## src/rtl/mc_pkg.sv

```systemverilog
// mc_pkg: shared state, opcode, funct, ALU and select encodings for the multicycle MIPS controller.
package mc_pkg;
  localparam logic [3:0] S_FETCH    = 4'd0;
  localparam logic [3:0] S_DECODE   = 4'd1;
  localparam logic [3:0] S_MEMADR   = 4'd2;
  localparam logic [3:0] S_MEMRD    = 4'd3;
  localparam logic [3:0] S_MEMWB    = 4'd4;
  localparam logic [3:0] S_MEMWR    = 4'd5;
  localparam logic [3:0] S_RTYPEEX  = 4'd6;
  localparam logic [3:0] S_RTYPEWB  = 4'd7;
  localparam logic [3:0] S_BRANCHEX = 4'd8;
  localparam logic [3:0] S_ADDIEX   = 4'd9;
  localparam logic [3:0] S_ADDIWB   = 4'd10;
  localparam logic [3:0] S_JEX      = 4'd11;

  localparam logic [5:0] OP_RTYPE = 6'b000000;
  localparam logic [5:0] OP_LW    = 6'b100011;
  localparam logic [5:0] OP_SW    = 6'b101011;
  localparam logic [5:0] OP_BEQ   = 6'b000100;
  localparam logic [5:0] OP_BNE   = 6'b000101;
  localparam logic [5:0] OP_ADDI  = 6'b001000;
  localparam logic [5:0] OP_J     = 6'b000010;

  localparam logic [5:0] FN_ADD = 6'b100000;
  localparam logic [5:0] FN_SUB = 6'b100010;
  localparam logic [5:0] FN_AND = 6'b100100;
  localparam logic [5:0] FN_OR  = 6'b100101;
  localparam logic [5:0] FN_SLT = 6'b101010;

  localparam logic [2:0] ALU_AND = 3'b000;
  localparam logic [2:0] ALU_OR  = 3'b001;
  localparam logic [2:0] ALU_ADD = 3'b010;
  localparam logic [2:0] ALU_SUB = 3'b110;
  localparam logic [2:0] ALU_SLT = 3'b111;

  localparam logic [1:0] SRCB_REG   = 2'b00;
  localparam logic [1:0] SRCB_FOUR  = 2'b01;
  localparam logic [1:0] SRCB_IMM   = 2'b10;
  localparam logic [1:0] SRCB_BRIMM = 2'b11;

  localparam logic [1:0] PC_ALU    = 2'b00;
  localparam logic [1:0] PC_ALUOUT = 2'b01;
  localparam logic [1:0] PC_JUMP   = 2'b10;

  typedef struct packed {
    logic       pcwrite;
    logic       branch;
    logic       memwrite;
    logic       irwrite;
    logic       regwrite;
    logic       iord;
    logic       memtoreg;
    logic       regdst;
    logic       alusrca;
    logic [1:0] alusrcb;
    logic [1:0] pcsrc;
  } ctrl_t;
endpackage

```

## src/rtl/mc_alu_decoder.sv

```systemverilog
// mc_alu_decoder: maps R-type funct to the ALU function code; non-R-type cycles get add.
module mc_alu_decoder
  import mc_pkg::*;
(
  input  logic [5:0] funct,
  input  logic       rtype,
  output logic [2:0] alucontrol
);
  always_comb
    alucontrol = !rtype           ? ALU_ADD :
                 funct == FN_SUB  ? ALU_SUB :
                 funct == FN_AND  ? ALU_AND :
                 funct == FN_OR   ? ALU_OR  :
                 funct == FN_SLT  ? ALU_SLT : ALU_ADD;
endmodule

```

## src/rtl/mc_controller.sv

```systemverilog
// mc_controller: multicycle MIPS control FSM driving datapath enables, selects and ALU function.
module mc_controller
  import mc_pkg::*;
(
  input  logic       clk,
  input  logic       reset,
  input  logic [5:0] op,
  input  logic [5:0] funct,
  input  logic       zero,
  output logic       pcen,
  output logic       memwrite,
  output logic       irwrite,
  output logic       regwrite,
  output logic       iord,
  output logic       memtoreg,
  output logic       regdst,
  output logic       alusrca,
  output logic [1:0] alusrcb,
  output logic [1:0] pcsrc,
  output logic [2:0] alucontrol,
  output logic [3:0] state_o
);
  logic [3:0] state, next;
  ctrl_t      c;
  logic [2:0] dec_alu;

  always_ff @(posedge clk or posedge reset)
    if (reset) state <= S_FETCH;
    else state <= next;

  always_comb begin
    next = S_FETCH;
    case (state)
      S_FETCH:   next = S_DECODE;
      S_DECODE:  next = (op == OP_LW || op == OP_SW)   ? S_MEMADR   :
                        op == OP_RTYPE                 ? S_RTYPEEX  :
                        (op == OP_BEQ || op == OP_BNE) ? S_BRANCHEX :
                        op == OP_ADDI                  ? S_ADDIEX   :
                        op == OP_J                     ? S_JEX      : S_FETCH;
      S_MEMADR:  next = op == OP_SW ? S_MEMWR : S_MEMRD;
      S_MEMRD:   next = S_MEMWB;
      S_RTYPEEX: next = S_RTYPEWB;
      S_ADDIEX:  next = S_ADDIWB;
      default:   next = S_FETCH;
    endcase
  end

  always_comb begin
    c = '0;
    case (state)
      S_FETCH:    begin c.irwrite = 1'b1; c.pcwrite = 1'b1; c.alusrcb = SRCB_FOUR; end
      S_DECODE:   c.alusrcb = SRCB_BRIMM;
      S_MEMADR:   begin c.alusrca = 1'b1; c.alusrcb = SRCB_IMM; end
      S_MEMRD:    c.iord = 1'b1;
      S_MEMWB:    begin c.regwrite = 1'b1; c.memtoreg = 1'b1; end
      S_MEMWR:    begin c.iord = 1'b1; c.memwrite = 1'b1; end
      S_RTYPEEX:  c.alusrca = 1'b1;
      S_RTYPEWB:  begin c.regwrite = 1'b1; c.regdst = 1'b1; end
      S_BRANCHEX: begin c.alusrca = 1'b1; c.branch = 1'b1; c.pcsrc = PC_ALUOUT; end
      S_ADDIEX:   begin c.alusrca = 1'b1; c.alusrcb = SRCB_IMM; end
      S_ADDIWB:   c.regwrite = 1'b1;
      S_JEX:      begin c.pcwrite = 1'b1; c.pcsrc = PC_JUMP; end
      default:    c = '0;
    endcase
  end

  mc_alu_decoder u_dec (
    .funct      (funct),
    .rtype      (state == S_RTYPEEX),
    .alucontrol (dec_alu)
  );

  // op[0] distinguishes bne from beq, inverting the sense of zero
  assign pcen       = !reset && (c.pcwrite || (c.branch && (zero ^ op[0])));
  assign memwrite   = !reset && c.memwrite;
  assign irwrite    = !reset && c.irwrite;
  assign regwrite   = !reset && c.regwrite;
  assign iord       = c.iord;
  assign memtoreg   = c.memtoreg;
  assign regdst     = c.regdst;
  assign alusrca    = c.alusrca;
  assign alusrcb    = c.alusrcb;
  assign pcsrc      = c.pcsrc;
  assign alucontrol = state == S_BRANCHEX ? ALU_SUB : dec_alu;
  assign state_o    = state;
endmodule

```

## config.mk

```make
export PLATFORM = sky130hd
export DESIGN_NAME = mc_controller
export DESIGN_NICKNAME = d
export VERILOG_FILES = /design/src/rtl/mc_pkg.sv /design/src/rtl/mc_alu_decoder.sv /design/src/rtl/mc_controller.sv
export SDC_FILE = /design/constraint.sdc
export NUM_CORES = 1
export LEC_CHECK = 0
export BUFFER_PORTS_ARGS = -buffer_cell sky130_fd_sc_hd__buf_4
export CAP_MARGIN = 15
export CORE_AREA = 2 2 39 41
export DETAILED_ROUTE_END_ITERATION = 16
export DIE_AREA = 0 0 41 43
export PLACE_DENSITY = 0.84
export SLEW_MARGIN = 0
export SYNTH_ARGS = -nofsm -noshare
export SYNTH_HDL_FRONTEND = slang
export SYNTH_HIERARCHICAL = 1
export SYNTH_SLANG_ARGS = --single-unit
```

## constraint.sdc

```tcl
create_clock -name clk -period 4 [get_ports clk]
set_input_delay 0.2 -clock clk [delete_from_list [all_inputs] [get_ports clk]]
set_output_delay 0.2 -clock clk [all_outputs]
set_load 0.02 [all_outputs]
```

==> flow_metrics.tcl <==
set metrics [dict create \
    area_growth_pct 45.7 \
    rsz0062_at_grt "no" \
    crit_required_ns 3.80 \
    ff_latch_area_um2 100 \
    syn_area_um2 592 \
    cp.depth 5 \
    slowest_stage "dfrtp_1" \
    cts-resized-gates 0 \
    wirelength_mm 1.63 \
    critical_path.cell_chain "and4bb_2 > nand3b_4 > or4b_1 > or2_2 > buf_4" \
    multi_input_comb_area_um2 450 \
    postSynthCellCount 73 \
    grt_pass1_wl_mm 2.54 \
    final_common_cell "buf_4" \
    switching_share 0.487 \
    max_slew_margin 0.622 \
    synth_warnings 6 \
    critPathCapture "alucontrol[1]" \
    grt_max_degree 19 \
    rows 14 \
    gp_congestion 0.822 \
    gr-usage-met1 0.245 \
    rr_startpoint "state_o[0]" \
    comb_power_share 0.610 \
    maxCapViolations 0 \
    fp.dieH_um 43 \
    ys_types 38 \
    crit_family "simple AND/OR/NAND/NOR gates" \
    core_region_area_um2 1380 \
    viasPerCell 5.56 \
    fmax_mhz 403 \
    drt_iter0_drc 7 \
    avgSynthCellArea_um2 8.11 \
    power_switching_mw 0.184 \
    arrival_ns 2.28 \
    initial_core_util 0.428 \
    skew_ns 0.00773 \
    end_kind "primary output" \
    cts_made_buffers 3 \
    cp_num_buf_inv 1 \
    drive_gt1_frac 0.419 \
    cts_tree "done" \
    status "completed" \
    hold_violations 0 \
    drc 0 \
    wl_per_cell_um 13.4 \
    use_met3 0.0314 \
    yosysSeqAreaShare 0.169 \
    clk_path_buf_depth 2 \
    grt_pass1_vias 603 \
    antenna_found_initial 0 \
    intPower_mw 0.194 \
    cp-start-kind "flop" \
    track_usage 0.210 \
    final_cell_mix "buf_4 (33), nor3_1 (6), a21oi_1 (6)" \
    tightest_slew_ns 0.566 \
    hold_class "input pin to flop" \
    setup_tns_ns 0 \
    path_clk_slew_ns 0.03 \
    slowest_delay_ns 0.69 \
    cts_root_buffer "clkbuf_4" \
    clk_latency_ns 0.24 \
    slew_viol_final 0 \
    vias 673 \
    fin_nets 122 \
    post-dp-hpwl_mm 1.24 \
    port_buffers 33 \
    cts_max_level 1 \
    die_area_um2 1760 \
    top_usage_layer "met2" \
    timing.rr.end "state_o[2]" \
    worstRegToRegCells 3 \
    largest_register_ffs 4 \
    synthesis.nets 88 \
    crit_path_start "state_o[2]" \
    fillerInstances 124 \
    synth-seq-cells 4 \
    ff2ff_setup_slack_ns 2.42 \
    met2_usage 0.359 \
    antenna_cells 0 \
    ir_drop_v 0.000285 \
    power_mw 0.378 \
    power.density_nw_per_um2 439 \
    pwr-share-seq 0.259 \
    setup_viol 0 \
    crit_type "flop to primary output" \
    first_pass_iters 4 \
    grt_overflow 0 \
    cts.sinks 4 \
    min_period_ns 2.48 \
    crit_fanout 17 \
    die_x_um 41 \
    total_leakage_power_nw 0.403 \
    share_clk_of_total_power 0.131 \
    antenna_left 0 \
    io_pins 34 \
    period_share 0.620 \
]
## worst register-to-register path, cell delays in order, from the launching register on
cell and delay [ns]:
dfrtp_1 0.56, nor4b_4 0.41, or4b_1 0.46, nand3_1 0.08
## cell usage after synthesis
library cell | n | area [um^2]
nor4_1 | 1 | 6.26
buf_2 | 2 | 10.0
nand3_1 | 4 | 20.0
a31oi_1 | 1 | 6.26
nand3b_4 | 1 | 20.0
nand2_1 | 1 | 3.75
a221oi_1 | 1 | 8.76
clkbuf_1 | 1 | 3.75
nand3b_1 | 1 | 7.51
clkbuf_2 | 1 | 5.00
dfrtp_1 | 4 | 100
nor3_1 | 6 | 30.0
nand4bb_1 | 2 | 22.5
or3_1 | 2 | 12.5
o311a_1 | 1 | 10.0
buf_6 | 1 | 11.3
o31ai_1 | 1 | 7.51
nor4b_4 | 1 | 23.8
or4_1 | 1 | 7.51
o21bai_1 | 1 | 7.51
and4b_1 | 1 | 10.0
nor4b_2 | 1 | 15.0
and4bb_2 | 1 | 12.5
or4b_1 | 2 | 20.0
nor2b_1 | 2 | 12.5
nand4_1 | 1 | 6.26
nor4b_1 | 3 | 26.3
or2_2 | 2 | 12.5
nand2b_1 | 3 | 18.8
and3_1 | 1 | 6.26
xnor2_1 | 2 | 17.5
o211ai_1 | 1 | 7.51
inv_1 | 3 | 11.3
xor2_1 | 2 | 17.5
nor2_1 | 5 | 18.8
or3b_2 | 2 | 17.5
a21oi_1 | 6 | 30.0
o21a_1 | 1 | 7.51
## kinds of logic after synthesis
family / synth area share
xor+xnor: 0.0592
buf+inv: 0.0698
simple gates: 0.558
compound gates: 0.144
flops: 0.169
## power groups by stage
stage | clock, mW | combinational (mW) | sequential, mW
2_1_floorplan | 0 | 0.163 | 0.0818
3_3_place_gp | 0 | 0.230 | 0.0940
3_5_place_dp | 0 | 0.230 | 0.0969
4_1_cts | 0.0518 | 0.232 | 0.0969
5_1_grt | 0.0574 | 0.247 | 0.101
6_report | 0.0494 | 0.231 | 0.0981
## layout make-up
class,instances,area share
repair buffers,34,0.299
multi-input cells,61,0.522
flip-flops and latches,4,0.116
well taps,16,0.0232
inverters,3,0.0131
clock buffers,3,0.0261
## metal layers
metal	vias up	share of wire
met5	-	0
li1	341	-
met4	0	0.0080
met2	25	0.55
met1	305	0.37
met3	2	0.068
## worst min path at each step
stage,from,to,slack (ns),cells past startpoint
after floorplan,reset,state_o[0],-0.03,1
after global placement,reset,state_o[0],0.13,2
after detailed placement,reset,state_o[3],0.14,2
after CTS,op[4],state_o[1],0.25,3
after global routing,op[4],state_o[1],0.26,3
final,op[4],state_o[1],0.26,3
## metrics by stage
stage / cells / setup WS (ns) / util / hold slack, ns / instance area [um^2]
after floorplan: 73 / 1.79 / - / -0.0255 / 592
after global placement: 117 / 1.82 / 0.599 / 0.134 / 830
after detailed placement: 117 / 1.77 / 0.599 / 0.142 / 830
after CTS: 121 / 1.51 / 0.623 / 0.252 / 862
after global routing: 121 / 1.41 / 0.623 / 0.261 / 862
final: 121 / 1.52 / 0.623 / 0.257 / 862
## timing repair
item | CTS | global route
buffers inserted | 0 | 0
hold buffers | 1 | 0
hold endpoints to repair | 4 | 0
setup endpoints to repair | 0 | 0
(Power assumes the default switching activity.)
